## src/rtl/fir_pkg.sv

```systemverilog
// Shared defaults and saturation helpers for the FIR decimator slice.
package fir_pkg;
  localparam int IN_W_DEF  = 16;
  localparam int OUT_W_DEF = 8;
  localparam int DECIM_DEF = 4;
  localparam int SHIFT_DEF = 5;
  localparam int DEPTH_DEF = 4;

  localparam int SAT_MAX_DEF = (2 ** (OUT_W_DEF - 1)) - 1;
  localparam int SAT_MIN_DEF = -(2 ** (OUT_W_DEF - 1));

  function automatic int sat_max(input int w);
    return (1 << (w - 1)) - 1;
  endfunction

  function automatic int sat_min(input int w);
    return -(1 << (w - 1));
  endfunction
endpackage

```

## src/rtl/sync_fifo.sv

```systemverilog
// Single-clock FIFO with occupancy count. A push while full is accepted only
// when a pop happens in the same cycle; the read side never bypasses the write.
module sync_fifo #(
  parameter int WIDTH = 8,
  parameter int DEPTH = 4
) (
  input  logic                       clk,
  input  logic                       rst,
  input  logic                       wr_en,
  input  logic [WIDTH-1:0]           wr_data,
  input  logic                       rd_en,
  output logic [WIDTH-1:0]           rd_data,
  output logic                       full,
  output logic                       empty,
  output logic [$clog2(DEPTH):0]     level
);
  localparam int AW = $clog2(DEPTH);

  logic [WIDTH-1:0] mem_q [DEPTH];
  logic [WIDTH-1:0] mem_d [DEPTH];
  logic [AW-1:0]    wr_ptr_q, wr_ptr_d;
  logic [AW-1:0]    rd_ptr_q, rd_ptr_d;
  logic [AW:0]      count_q, count_d;
  logic             do_push, do_pop;

  always_comb begin
    full     = (count_q == (AW+1)'(DEPTH));
    empty    = (count_q == '0);
    do_pop   = rd_en && !empty;
    do_push  = wr_en && (!full || do_pop);
    mem_d    = mem_q;
    wr_ptr_d = wr_ptr_q;
    rd_ptr_d = rd_ptr_q;
    count_d  = count_q;
    if (do_push) begin
      mem_d[wr_ptr_q] = wr_data;
      wr_ptr_d        = wr_ptr_q + AW'(1);
    end
    if (do_pop) begin
      rd_ptr_d = rd_ptr_q + AW'(1);
    end
    if (do_push && !do_pop) begin
      count_d = count_q + (AW+1)'(1);
    end else if (do_pop && !do_push) begin
      count_d = count_q - (AW+1)'(1);
    end
  end

  // Empty reads return zero so the head output is clean straight after reset.
  assign rd_data = empty ? '0 : mem_q[rd_ptr_q];
  assign level   = count_q;

  always_ff @(posedge clk) begin
    if (rst) begin
      wr_ptr_q <= '0;
      rd_ptr_q <= '0;
      count_q  <= '0;
    end else begin
      mem_q    <= mem_d;
      wr_ptr_q <= wr_ptr_d;
      rd_ptr_q <= rd_ptr_d;
      count_q  <= count_d;
    end
  end
endmodule

```

## src/rtl/fir_decimator.sv

```systemverilog
// Block-sum decimator: adds DECIM valid samples, rounds half-up, saturates and
// queues the result. Output handshake: dout is held while dout_valid=1 and
// dout_ready=0; an entry leaves the FIFO on any cycle with both high.
module fir_decimator
  import fir_pkg::*;
#(
  parameter int IN_W  = IN_W_DEF,
  parameter int OUT_W = OUT_W_DEF,
  parameter int DECIM = DECIM_DEF,
  parameter int SHIFT = SHIFT_DEF,
  parameter int DEPTH = DEPTH_DEF
) (
  input  logic                        clk,
  input  logic                        rst,
  input  logic signed [IN_W-1:0]      din,
  input  logic                        din_valid,
  output logic signed [OUT_W-1:0]     dout,
  output logic                        dout_valid,
  input  logic                        dout_ready,
  output logic [$clog2(DEPTH):0]      level,
  output logic                        ovf,
  input  logic                        ovf_clr
);
  localparam int ACC_W = IN_W + $clog2(DECIM);
  localparam int PH_W  = $clog2(DECIM);
  localparam logic signed [ACC_W:0] RND    = (ACC_W+1)'(1) << (SHIFT - 1);
  localparam logic signed [ACC_W:0] SAT_HI = (ACC_W+1)'(sat_max(OUT_W));
  localparam logic signed [ACC_W:0] SAT_LO = (ACC_W+1)'(sat_min(OUT_W));

  logic [PH_W-1:0]         phase_q, phase_d;
  logic signed [ACC_W-1:0] acc_q, acc_d;
  logic                    ovf_q, ovf_d;
  logic signed [ACC_W-1:0] din_ext, sum;
  logic signed [ACC_W:0]   sum_r, rounded;
  logic [OUT_W-1:0]        sat;
  logic                    last, drop;
  logic                    fifo_full, fifo_empty;
  logic [OUT_W-1:0]        fifo_rd;

  always_comb begin
    din_ext = {{(ACC_W-IN_W){din[IN_W-1]}}, din};
    last    = din_valid && (phase_q == PH_W'(DECIM - 1));
    sum     = (phase_q == '0) ? din_ext : acc_q + din_ext;
    phase_d = phase_q;
    acc_d   = acc_q;
    if (din_valid) begin
      phase_d = last ? '0 : phase_q + PH_W'(1);
      acc_d   = last ? '0 : sum;
    end
    // One guard bit keeps the rounding add from wrapping at the positive limit.
    sum_r   = $signed({sum[ACC_W-1], sum}) + RND;
    rounded = sum_r >>> SHIFT;
    if (rounded > SAT_HI) begin
      sat = SAT_HI[OUT_W-1:0];
    end else if (rounded < SAT_LO) begin
      sat = SAT_LO[OUT_W-1:0];
    end else begin
      sat = rounded[OUT_W-1:0];
    end
    // Full implies non-empty, so dout_ready alone decides whether space frees up.
    drop  = last && fifo_full && !dout_ready;
    ovf_d = ovf_q;
    if (ovf_clr) ovf_d = 1'b0;
    if (drop)    ovf_d = 1'b1;
  end

  always_ff @(posedge clk) begin
    if (rst) begin
      phase_q <= '0;
      acc_q   <= '0;
      ovf_q   <= 1'b0;
    end else begin
      phase_q <= phase_d;
      acc_q   <= acc_d;
      ovf_q   <= ovf_d;
    end
  end

  sync_fifo #(
    .WIDTH (OUT_W),
    .DEPTH (DEPTH)
  ) u_fifo (
    .clk     (clk),
    .rst     (rst),
    .wr_en   (last),
    .wr_data (sat),
    .rd_en   (dout_ready),
    .rd_data (fifo_rd),
    .full    (fifo_full),
    .empty   (fifo_empty),
    .level   (level)
  );

  assign dout       = $signed(fifo_rd);
  assign dout_valid = !fifo_empty;
  assign ovf        = ovf_q;
endmodule

```

## config.mk

```make
export PLATFORM = sky130hd
export DESIGN_NAME = fir_decimator
export DESIGN_NICKNAME = d
export VERILOG_FILES = /design/src/rtl/fir_pkg.sv /design/src/rtl/sync_fifo.sv /design/src/rtl/fir_decimator.sv
export SDC_FILE = /design/constraint.sdc
export NUM_CORES = 1
export LEC_CHECK = 0
export ABC_AREA = 1
export ABC_CLOCK_PERIOD_IN_PS = 3740
export CORE_ASPECT_RATIO = 1.4
export CORE_MARGIN = 2
export CORE_UTILIZATION = 50
export CTS_BUF_LIST = sky130_fd_sc_hd__clkbuf_2 sky130_fd_sc_hd__clkbuf_4 sky130_fd_sc_hd__clkbuf_8
export DETAILED_ROUTE_END_ITERATION = 10
export GPL_TIMING_DRIVEN = 0
export PLACE_DENSITY_LB_ADDON = 0.15
export SLEW_MARGIN = 20
export SYNTH_ARGS = -nofsm -noshare
export SYNTH_HDL_FRONTEND = slang
export SYNTH_SLANG_ARGS = --single-unit
```

## constraint.sdc

```tcl
create_clock -name clk -period 3.74 [get_ports clk]
set_input_delay 0.935 -clock clk [delete_from_list [all_inputs] [get_ports clk]]
set_output_delay 0.935 -clock clk [all_outputs]
set_load 0.005 [all_outputs]
```

# Word-level counts from Yosys, hierarchy flattened
# Cells that the tools add are included.
# op_classes
div_mod_pow	0
n_mul	0
n_shift	0
n_bitwise	3
n_addsub	7
muxes	16
eq_ne	2
n_lt_le_gt_ge	5
reduce_logical	19
# ops
operator	n
8-bit 2-to-1 mux	6
18-bit 2-to-1 mux	2
32-bit bitwise mux	1
18-bit by 6-bit adder with 19-bit output (second input constant)	1
18-bit by 16-bit adder with 18-bit output	1
8-bit binary-select mux with 2-bit select	1
8-bit demux with 2-bit select	1
14-bit by 8-bit greater-than comparator with 1-bit output (second input constant)	1
14-bit by 8-bit < comparator with 1-bit output (second input constant)	1
1-bit logical AND	8
2-bit by 1-bit adder with 2-bit output (second input constant)	3
3-bit >= comparator (second input constant)	2
3-bit 2-to-1 mux	2
2-bit inverter with 3-bit output	2
1-bit logical NOT	5
2-bit nonzero test	2
3-bit by 1-bit adder with 3-bit output (second input constant)	1
3-bit equality test (second input constant)	1
3-bit logical NOT	1
3-bit by 1-bit < comparator with 1-bit output (second input constant)	1
3-bit by 1-bit subtractor with 3-bit output (second input constant)	1
2-bit equality test (second input constant)	1
2-bit logical NOT	1
1-bit 2-to-1 mux	2
other kinds (4)	4
# word_totals
in_bits	21
reg_bits	60
ram_bits	0
n_memories	0
mem_bits_ro	0
elab_cells	62
latchBits	0
out_inout_bits	13

# Depth between registers and ports, before layout
# Gate-level depths: netlist of the first run.
# logic_depth
ltp_word	9
mapped_depth	21
depth_no_buf	21

# By module
# Synthesis of the first run repeated with hierarchy kept, for this count alone.
# hier_totals
cells_unflattened	641
area_unflattened_um2	4578.1
# by_module_without_submodules
mod	seq_area_each_um2	cells_each	area_per_inst_um2	n_inst
fir_decimator	420.4	479	2859.0	1
sync_fifo	1101.1	162	1719.1	1

# Worst setup path before layout of the first run
# No wires, ideal clock.
# synth_timing
path_kind	input to register
from	input port din[0]
to	register u_fifo.mem_q[0] (netlist bit) (data pin)
required_ps	3473
path_stages	21
setup_time_ps	267
arrival_time_ps	3136
path_slack_ps	338
path_buffers	0
path_cell_list	ha_1 > fa_1 > nand2_1 > nand2_2 > nand2_1 > nand2_1 > nand3_1 > nand2_1 > inv_2 > ha_1 > nand2_4 > nor2_8 > nand2_4 > nor2_8 > nand3_2 > nand2_1 > nand2_2 > nor2_2 > nand3_1 > nand2_2 > nand2_1
# synth_between
elab_chain_cells	7
word_cells_on_any_way	8
cone_classes	add/sub: 2; order compare: 2; mux: 4
# synth_rtl
element	line_no	rtl
start, declared	fir_decimator.sv:15	input logic signed [IN_W-1:0] din,
18-bit by 16-bit adder with 18-bit output	fir_decimator.sv:43	sum = (phase_q == '0) ? din_ext : acc_q + din_ext;
18-bit 2-to-1 mux *	fir_decimator.sv:43	
18-bit by 6-bit adder with 19-bit output *	fir_decimator.sv:51	sum_r = $signed({sum[ACC_W-1], sum}) + RND;
14-bit by 8-bit < comparator with 1-bit output	fir_decimator.sv:55	end else if (rounded < SAT_LO) begin
8-bit 2-to-1 mux	fir_decimator.sv:55	
8-bit 2-to-1 mux *	fir_decimator.sv:53	if (rounded > SAT_HI) begin
named net sat[0]	fir_decimator.sv:35	logic [OUT_W-1:0] sat;
32-bit bitwise mux *	sync_fifo.sv:36	mem_d[wr_ptr_q] = wr_data;
end signal, assigned	sync_fifo.sv:59	mem_q <= mem_d;
end, declared	sync_fifo.sv:19	logic [WIDTH-1:0] mem_q [DEPTH];
# Mark *: on every way through the listed nets, which the timed path passes. The rest lies on a longest branch.
# A chain may end at the register's enable or synchronous reset.

# Worst setup path in the final report of the first run
# layout_timing
from	input port din[9]
to	register u_fifo.mem_q[28] (netlist bit) (data pin)
# Same word-level chain as after synthesis.

==> run metrics, run 1 <==
busiest grt layer met2; layout cell share with drive strength beyond 1 0.163; CP endpoint kind flop; worst rel slew slack 0.471; CORE AREA 8510 sq um; Routed Antenna Nets 0; clock sinks 60; Peak supply drop 0.000297 V; CTS tree done; Net Count, Synth 679; # nets final 725; largest net degree at the start of global routing 11; clk slew on worst S/H paths 70 ps; Max Slew Vio Count 0; Hold Vio Cnt, Final 0; fin util 0.613; GRT met2 Usage 0.443; MaxCap Viol Count 0; Worst EP arrival 3660 ps; Cell variety after synth 30; die height 114 um; min-delay worst type reg2reg; Die X 82.8 um; DRC viols 0; WL/cell 13.1 um; required time of the critical path 3820 ps; vias post-DR 3995; crit share post-route 0.957; synth top area cells edfxtp_1 22%, nand2_1 16%, dfxtp_1 13%; most frequent CP cell nand2_1; Overall Power 2.40 mW; leak pwr 2.43 nW; Starting Density 0.511; Power Dens Cells 460 nW/um^2; total CTS buffers 9; dpl ws -543 ps; floorplan row count 40; H-tree depth 3; Worst-Margin Slew 791 ps; count leader, synth nand2_1; I/O pin cnt 34; die area 9470 sq um; startpoint types input port; Worst path max stage delay 430 ps; WL final 10300 um; Finished Cell Area 5210 sq um; top cells by instance count after synthesis 183 x nand2_1, 80 x inv_1, 70 x nor2_1; sequential cell area fraction in the yosys report 0.350; Mapped Area 4350 sq um; Skew-Pair Late Insertion Delay 340 ps; status finished, final reports clean; Critical Setup Path Class in2reg; gr usage total 0.224; Post-synth EDFFs 32; maximum root-to-sink buffer count 2; fmax 0.279 GHz; post-DP HPWL 8000 um; Top FF cell, synth edfxtp_1; DRT iter0 DRCs 174; input/output buffers 33; Area after DPL 4810 sq um; antenna cells 0; grt ovf 0; crit-path cells clkdlybuf4s50_1 > ha_1 > nand2_1 > nor2_2 > and2_1 > nand2_1 > nand2_1 > nand2_1 > nand3_1 > nand2_1 > inv_2 > nand2_1 > nor2_1 > nand3_1 > nand2_1 > nand2_1 > nor2_2 > nand3_1 > nand2_4 > nand2_2; Area growth syn-to-layout 19.9%; GR Util met1 0.237; post-layout min period 3580 ps; M3 GR Usage 0.0209; Final setup viols 0; Crit-path slowest cell clkdlybuf4s50_1; slack of the critical path 161 ps; Mapped Cells 631; initial antenna violation count 0; RePlAce Congestion 0.888; async set-reset flop share out of synthesis 0; Mean Syn Cell Area 6.89 sq um; worst-path maximum fanout 7; drt first pass iters 4; first-pass GRT wire length 17100 um; Yosys reg bits 60; vias in the first global route 3845; clk_skew 8.49 ps; CTS Hold Bufs 0; top cell type's share of synthesized area 0.221; cell taking the most area after synthesis edfxtp_1; Syn. warnings 0; Via density 5.08; Root Buffer clkbuf_8
## through the flow
stage               hold WS, ps  instances  TNS (ps)
floorplan                   449        631         0
global placement            455        769    -12810
detailed placement          457        769    -14870
CTS                         466        785     -64.7
global route                501        787      -421
finish                      463        787         0
## layer usage
| metal | share of wire | vias to the layer above |
|---|---|---|
| met4 | 0.032 | 0 |
| met5 | 0 | - |
| met2 | 0.55 | 66 |
| met1 | 0.40 | 1819 |
| met3 | 0.021 | 22 |
| li1 | - | 2088 |
## cell usage in the layout, fill, tap and decap left out, drive strengths merged
cell type	instances
nor2	81
o21ai	29
or2	12
buf	5
xor2	10
ha	25
clkinv	5
nand3	46
edfxtp	32
and2	4
clkbuf	22
nand4	7
o31ai	1
dfxtp	28
nand2	199
dlymetal6s2s	2
inv	92
a21oi	47
clkdlybuf4s50	31
fa	2
nor3	2
## registers in the layout, indices dropped and copies added (netlist names)
signal	count
acc_q	18
ovf	1
phase_q	2
u_fifo.level	3
u_fifo.mem_q	32
u_fifo.rd_ptr_q	2
u_fifo.wr_ptr_q	2
## worst paths after layout
path	from	to	slack, ps	depth (start not counted)
hold reg to reg	ovf$_SDFFE_PP0P_	ovf$_SDFFE_PP0P_	460	2
setup / recovery	din[9]	u_fifo.mem_q[28]$_DFFE_PP_	160	20
setup reg to reg	phase_q[0]$_SDFFE_PP0P_	u_fifo.mem_q[28]$_DFFE_PP_	770	20
hold / removal	ovf$_SDFFE_PP0P_	ovf$_SDFFE_PP0P_	460	2
## worst max-delay path: cells and delay by family
family,cells,cell delay [ps]
adder cells (fa/ha/maj),1,380
buffers and inverters,2,530
AND/OR/NAND/NOR,17,1820
## layout make-up
| class | instances | area (sq um) |
|---|---|---|
| timing repair buffer | 35 | 350 |
| buffer | 12 | 55.1 |
| multi-input combinational | 465 | 2630 |
| fill | 815 | 3290 |
| sequential | 60 | 1520 |
| clock inverter | 3 | 15.0 |
| tap | 105 | 131 |
| clock buffer | 13 | 154 |
| inverter | 94 | 354 |
## cell families (layout without fill, tap and decap cells)
family | Yosys count | in the layout | synth area share
AO/OA/AOI/OAI | 77 | 77 | 0.0901
XOR/XNOR | 10 | 10 | 0.0201
adder cells (fa/ha/maj) | 27 | 27 | 0.0812
buffers and inverters | 106 | 157 | 0.0941
flip-flops | 60 | 60 | 0.350
AND/OR/NAND/NOR | 351 | 351 | 0.365
## power breakdown
group          switching (mW)  internal [mW]  leakage [nW]
Combinational           0.633          0.453          1.82
Sequential             0.0390          0.765         0.517
Clock                   0.240          0.267        0.0948
## timing repair
| action | in CTS | in global routing |
|---|---|---|
| pin swaps | 0 | 6 |
| buffers inserted | 0 | 2 |
| resized for setup | 4 | 41 |
| endpoints found under the setup margin | 28 | 28 |
| hold endpoints to repair | 0 | 0 |
(Power assumes the default switching activity.)
==> run 2: changes to the inputs <==
--- a/config.mk
+++ b/config.mk
@@ -14,6 +14,7 @@
 export DETAILED_ROUTE_END_ITERATION = 10
 export GPL_TIMING_DRIVEN = 0
 export PLACE_DENSITY_LB_ADDON = 0.15
+export RECOVER_POWER = 50
 export SLEW_MARGIN = 20
 export SYNTH_ARGS = -nofsm -noshare
 export SYNTH_HDL_FRONTEND = slang
==> run 2 against run 1 <==
Net effect:
- setup slack stayed put
- hold slack worse by 3.2 ps
- sequential power hardly changed
- combinational power hardly changed
- sequential share of layout area stayed put
- via count stayed put
- clock skew stayed put
- register-to-register slack hardly changed
- largest power group unchanged
- critical path depth stayed put
- count of clock-buffer cells in the layout stayed put
- highest routed layer unchanged
- non-clock buffer count stayed put
- power is 0.30% lower
==> run metrics, run 2 (synthesis results as in run 1) <==
dpl ws -543 ps (unchanged); die area 9470 sq um (unchanged); status finished, final reports clean; CORE AREA 8510 sq um (unchanged); RePlAce Congestion 0.888 (unchanged); I/O pin cnt 34 (unchanged); CP endpoint kind flop; WL final 10300 um (about the same); worst rel slew slack 0.471 (unchanged); Hold Slack 460 ps (-3.25 ps); antenna cells 0 (unchanged); DRC viols 0 (unchanged); clock sinks 60 (unchanged); H-tree depth 3 (unchanged); Hold Crit Start ovf$_SDFFE_PP0P_; input/output buffers 33 (unchanged); clk_skew 8.49 ps (unchanged); min-delay worst type reg2reg; Root Buffer clkbuf_8; startpoint types input port; Finished Cell Area 5210 sq um (unchanged); initial antenna violation count 0 (unchanged); clk slew on worst S/H paths 70 ps (about the same); drt first pass iters 4 (unchanged); leak pwr 2.44 nW (+0.50%); Die X 82.8 um (unchanged); crit-path cells clkdlybuf4s50_1 > ha_1 > nand2_1 > nor2_2 > and2_1 > nand2_1 > nand2_1 > nand2_1 > nand3_1 > nand2_1 > inv_2 > nand2_1 > nor2_1 > nand3_1 > nand2_1 > nand2_1 > nor2_2 > nand3_1 > nand2_4 > nand2_2; Placed Cells 769 (unchanged); first-pass GRT wire length 17100 um (unchanged); Crit-path slowest cell clkdlybuf4s50_1; vias in the first global route 3845 (unchanged); floorplan row count 40 (unchanged); Crit path max-delay family simple AND/OR/NAND/NOR gates; RR Endpoint u_fifo.mem_q[28]$_DFFE_PP_; largest net degree at the start of global routing 11 (unchanged); MaxCap Viol Count 0 (unchanged); Hold Crit Depth 2 (unchanged); layout cell share with drive strength beyond 1 0.163 (unchanged); maximum root-to-sink buffer count 2 (unchanged); vias post-DR 3995 (unchanged); Worst EP arrival 3660 ps (about the same); commonest non-fill, non-tap cell in the layout nand2_1; FILL cells 815 (unchanged); Reg-to-Reg Start phase_q[0]$_SDFFE_PP0P_; area of the multi-input gates 2630 sq um (unchanged); CP bufs+invs 2 (unchanged); Starting Density 0.511 (unchanged); Hold Vio Cnt, Final 0 (unchanged); Most flops, register u_fifo.mem_q; Final setup viols 0 (unchanged); Area growth syn-to-layout 19.9% (unchanged); Skew-Pair Late Insertion Delay 340 ps (about the same); WL/cell 13.1 um (about the same); most frequent cells in the layout 173 x nand2_1, 79 x inv_1, 65 x nor2_1; Area after DPL 4810 sq um (unchanged); most frequent CP cell nand2_1; DRT iter0 DRCs 173 (-0.57%); worst-path maximum fanout 7 (unchanged); total CTS buffers 9 (unchanged); Max Slew Vio Count 0 (unchanged); Routed Antenna Nets 0 (unchanged); Hold Path End ovf$_SDFFE_PP0P_; CTS tree done; Reg area 1520 sq um (unchanged); die height 114 um (unchanged); post-layout min period 3580 ps (unchanged); required time of the critical path 3820 ps (about the same); Worst-Margin Slew 791 ps (unchanged); gr usage total 0.224 (unchanged); fmax 0.279 GHz (unchanged); # nets final 725 (unchanged); Reg2Reg Depth 20 (unchanged); Critical Setup Path Class in2reg; fin util 0.613 (unchanged); Via density 5.08 (unchanged); Peak supply drop 0.000295 V (-0.62%); grt ovf 0 (unchanged); post-DP HPWL 8000 um (unchanged); Worst path max stage delay 430 ps (about the same); slack of the critical path 161 ps (unchanged); non-filler cells, final 787 (unchanged); crit share post-route 0.957 (unchanged); Largest register FFs 32 (unchanged); reg2reg setup slack 770 ps (about the same); Power Dens Cells 458 nW/um^2 (-0.30%)
-- run 2: cell types whose count changed in the layout (fill, tap and decap cells not counted), sizes merged --
cell and delta:
dlygate4sd3 +6, clkdlybuf4s50 -6
-- run 2: layout make-up --
class,count,share of cell area
multi-input cells,465,0.505
flip-flops and latches,60,0.292
inverters,94,0.0679
repair buffers,35,0.0672
clock buffers,13,0.0295
well taps,105,0.0252
plain buffers,12,0.0106
clock inverters,3,0.00288
-- run 2: worst max path at each step --
stage	end	start	cells past startpoint
after floorplan	u_fifo.mem_q[0]$_DFFE_PP_	din[0]	21
after global placement	u_fifo.mem_q[13]$_DFFE_PP_	din[0]	22
after detailed placement	u_fifo.mem_q[13]$_DFFE_PP_	din[0]	22
after CTS	u_fifo.mem_q[9]$_DFFE_PP_	din[0]	22
after global routing	u_fifo.mem_q[27]$_DFFE_PP_	din[12]	20
final	u_fifo.mem_q[28]$_DFFE_PP_	din[9]	20
-- run 2: report_power, final --
part | leakage [nW] | internal (mW) | switching (mW)
registers | 0.517 | 0.765 | 0.0380
clock network | 0.0948 | 0.267 | 0.240
logic | 1.83 | 0.447 | 0.633
-- run 2: per-stage QoR --
| step | setup TNS [ps] | total power [mW] |
|---|---|---|
| after floorplan | 0 | 1.46 |
| after global placement | -12810 | 1.81 |
| after detailed placement | -14870 | 1.84 |
| after CTS | -64.7 | 2.35 |
| after global routing | -421 | 2.57 |
| final | 0 | 2.39 |
-- run 2: layer usage --
| metal | part of all wire | wire length [um] | GRT usage | vias to the layer above |
|---|---|---|---|---|
| met5 | 0 | 0 | 0 | - |
| met2 | 0.55 | 5660 | 0.443 | 66 |
| li1 | - | - | - | 2088 |
| met3 | 0.021 | 219 | 0.0209 | 22 |
| met1 | 0.40 | 4060 | 0.237 | 1819 |
| met4 | 0.032 | 330 | 0.101 | 0 |
-- run 2: timing repair --
action                                  4_1_cts  5_1_grt
pin swaps                                     0        6
hold buffers                                  0        0
gates resized for setup                       4       41
endpoints found under the setup margin       28       28
buffers inserted                              0        2
-- run 2: worst register-to-register path: stages, from the launching register on --
cell	delay, ps
dfxtp_1	320
inv_1	80
ha_1	380
inv_2	60
buf_2	200
buf_6	170
nand3_1	120
nand2_1	70
inv_2	80
ha_4	150
nand2_4	70
nor2_8	100
nand2_4	80
nor2_8	140
nand3_2	80
nand2_1	90
nand2_2	70
nor2_2	70
nand3_1	110
nand2_4	160
nand2_2	110
==> run 3: changes to the inputs <==
--- a/config.mk
+++ b/config.mk
@@ -15,6 +15,7 @@
 export GPL_TIMING_DRIVEN = 0
 export PLACE_DENSITY_LB_ADDON = 0.15
 export RECOVER_POWER = 50
+export REMOVE_ABC_BUFFERS = 1
 export SLEW_MARGIN = 20
 export SYNTH_ARGS = -nofsm -noshare
 export SYNTH_HDL_FRONTEND = slang
==> run 3 against run 2 <==
Net effect:
- core utilization rose by 0.18 points
- first-iteration DRC count shrank 5.8%
- setup slack got worse by 22 ps
- power grew 4.6%
- sequential power is 3.6% higher
- clock power grew 29%
- routed wire length fell by 1.4%
- sequential cell count did not move
- cell area grew 0.29%
- maximum frequency fell by 0.61%
- sequential share of layout area fell by 0.084 points
- critical endpoint is now u_fifo.mem_q[5]$_DFFE_PP_
==> run metrics, run 3 (synthesis results as in run 1) <==
status finished, final reports clean; CP bufs+invs 2 (unchanged); DRC viols 0 (unchanged); post-layout min period 3600 ps (+21.9 ps); antenna cells 0 (unchanged); sw frac 0.362 (-0.0193); clk_skew 6.36 ps (-2.12 ps); RePlAce Congestion 0.843 (-5.1%); CORE AREA 8510 sq um (unchanged); Net Switching 905 uW (-0.68%); clock sinks 60 (unchanged); I/O pin cnt 34 (unchanged); min-delay worst type reg2reg; drt first pass iters 4 (unchanged); busiest grt layer met2; Reg2Reg Depth 18 (-10%); Max Slew Vio Count 0 (unchanged); Area growth syn-to-layout 20.3%; reg2reg setup slack 670 ps (-100 ps); fin util 0.615 (+0.00177); # nets final 712 (-1.8%); startpoint types input port; most frequent cells in the layout 176 x nand2_1, 80 x inv_1, 65 x nor2_1; Hold Slack 475 ps (+14.8 ps); Hold Crit Start ovf$_SDFFE_PP0P_; Largest register FFs 32 (unchanged); Die X 82.8 um (unchanged); post-DP HPWL 7500 um (-6.3%); Crit path max-delay family simple AND/OR/NAND/NOR gates; Reg-to-Reg Start phase_q[0]$_SDFFE_PP0P_; internal power 1.60 mW (+7.9%); Most flops, register u_fifo.mem_q; crit path to u_fifo.mem_q[5]$_DFFE_PP_; Clock power frac 0.262 (+0.050); H-tree depth 3 (unchanged); required time of the critical path 3820 ps (about the same); Worst EP arrival 3680 ps (+20 ps); GR Util met1 0.255 (+0.0175); RR Endpoint u_fifo.mem_q[5]$_DFFE_PP_; die height 114 um (unchanged); crit-path cells clkdlybuf4s50_1 > ha_4 > nand2_2 > inv_2 > a21oi_1 > nand2_1 > nand2_1 > nand3_1 > nand3_2 > nand2_1 > nor2_1 > nand3_2 > nand2_1 > nand2_2 > nor2_2 > nand3_2 > nand2_4 > nand2_1; worst-path maximum fanout 7 (unchanged); Root Buffer clkbuf_8; WL final 10100 um (-1.4%); Starting Density 0.511 (unchanged); layout cell share with drive strength beyond 1 0.157 (-0.00581); CP Depth 18 (-10%); fmax 0.278 GHz (-0.61%); commonest non-fill, non-tap cell in the layout nand2_1; CTS Hold Bufs 0 (unchanged); most frequent CP cell nand2_1; GRT met2 Usage 0.412 (-0.0312); Comb power frac 0.405 (-0.047); floorplan row count 40 (unchanged); die area 9470 sq um (unchanged); Skew-Pair Late Insertion Delay 340 ps (about the same); Critical Setup Path Class in2reg; Peak supply drop 0.000315 V (+6.5%); MaxCap Viol Count 0 (unchanged); Final setup viols 0 (unchanged); CP endpoint kind flop; initial antenna violation count 0 (unchanged); crit share post-route 0.963 (+0.00585); Crit-path slowest cell clkdlybuf4s50_1; first-pass GRT wire length 17000 um (-0.69%); WL/cell 13.1 um (+0.30%); leak pwr 2.43 nW (-0.52%); grt ovf 0 (unchanged); vias post-DR 3974 (-0.53%); clk slew on worst S/H paths 70 ps (about the same); vias in the first global route 3722 (-3.2%); input/output buffers 33 (unchanged); maximum root-to-sink buffer count 2 (unchanged); CTS tree done; Worst path max stage delay 560 ps (+130 ps); Worst Setup SP din[6]; total CTS buffers 9 (unchanged); M3 GR Usage 0.0382 (+0.0173); Via density 5.13 (+1.1%); DRT iter0 DRCs 163 (-5.8%); Seq pwr share 0.333 (-0.003); Power Dens Cells 478 nW/um^2 (+4.3%); Hold Vio Cnt, Final 0 (unchanged); largest net degree at the start of global routing 30 (+19); Worst-Margin Slew 1350 ps (+558 ps); worst rel slew slack 0.0971 (-0.374); Routed Antenna Nets 0 (unchanged); FILL cells 798 (-2.1%); gr usage total 0.220 (-0.00391)
-- run 3: cell types whose count changed in the layout (fill, tap and decap cells not counted), moves of 4 or more --
| cell | previous run | this run |
|---|---|---|
| nor2_4 | 4 | 0 |
| ha_1 | 14 | 10 |
| clkbuf_1 | 9 | 0 |
| nor2_2 | 10 | 14 |
| ha_4 | 10 | 15 |
-- run 3: power groups by stage --
stage	logic (mW)	clock network (mW)	registers, mW
floorplan	0.620	0	0.824
global placement	0.949	0	0.838
detailed placement	0.968	0	0.843
CTS	0.975	0.664	0.829
global route	1.15	0.691	0.843
finish	1.01	0.656	0.832
-- run 3: repair_timing --
item / in CTS / in global routing
endpoints found under the hold margin: 0 / 0
setup endpoints to repair: 28 / 28
resized for setup: 3 / 38
pin swaps: 0 / 8
setup buffers: 0 / 1
-- run 3: worst register-to-register path, cell delays in order (launching register included) --
cell	delay [ps]
dfxtp_1	340
inv_1	80
ha_1	340
inv_2	440
or2_2	210
nand2_1	50
inv_1	100
ha_4	160
nand2_4	60
nor2_8	100
nand2_4	80
nor2_8	140
nand3_2	100
nand2_1	90
nand2_2	70
nor2_2	90
nand3_2	100
nand2_4	140
nand2_1	110
-- run 3: layout make-up --
| class | count | area, sq um | area share |
|---|---|---|---|
| inverter | 94 | 354 | 0.0677 |
| tap | 105 | 131 | 0.0251 |
| clock inverter | 5 | 76.3 | 0.0146 |
| clock buffer | 11 | 145 | 0.0278 |
| timing repair buffer | 34 | 345 | 0.0660 |
| multi-input combinational | 465 | 2660 | 0.508 |
| sequential | 60 | 1520 | 0.291 |
-- run 3: how the worst min path moves through the flow --
stage / cells after the start / slack (ps) / endpoint
2_1_floorplan: 2 / 440 / acc_q[0]$_SDFFE_PP0P_
3_3_place_gp: 2 / 450 / ovf$_SDFFE_PP0P_
3_5_place_dp: 2 / 470 / acc_q[15]$_SDFFE_PP0P_
4_1_cts: 2 / 480 / acc_q[15]$_SDFFE_PP0P_
5_1_grt: 2 / 510 / ovf$_SDFFE_PP0P_
6_report: 2 / 470 / ovf$_SDFFE_PP0P_
-- run 3: routing by layer --
| metal | up-vias | part of all wire | routed length [um] |
|---|---|---|---|
| li1 | 2067 | - | - |
| met4 | 0 | 0.018 | 182 |
| met2 | 104 | 0.53 | 5400 |
| met1 | 1784 | 0.42 | 4230 |
| met3 | 19 | 0.031 | 315 |
| met5 | - | 0 | 0 |
-- run 3: metrics by stage --
| stage | cell area [sq um] | worst slack [ps] | power (mW) | setup TNS [ps] | std cells |
|---|---|---|---|---|---|
| after floorplan | 4290 | 334 | 1.44 | 0 | 619 |
| after global placement | 4750 | -466 | 1.79 | -13240 | 757 |
| after detailed placement | 4760 | -525 | 1.81 | -15090 | 757 |
| after CTS | 4990 | -14.5 | 2.47 | -152 | 773 |
| after global routing | 5230 | -14.0 | 2.69 | -87.7 | 774 |
| final | 5230 | 139 | 2.50 | 0 | 774 |
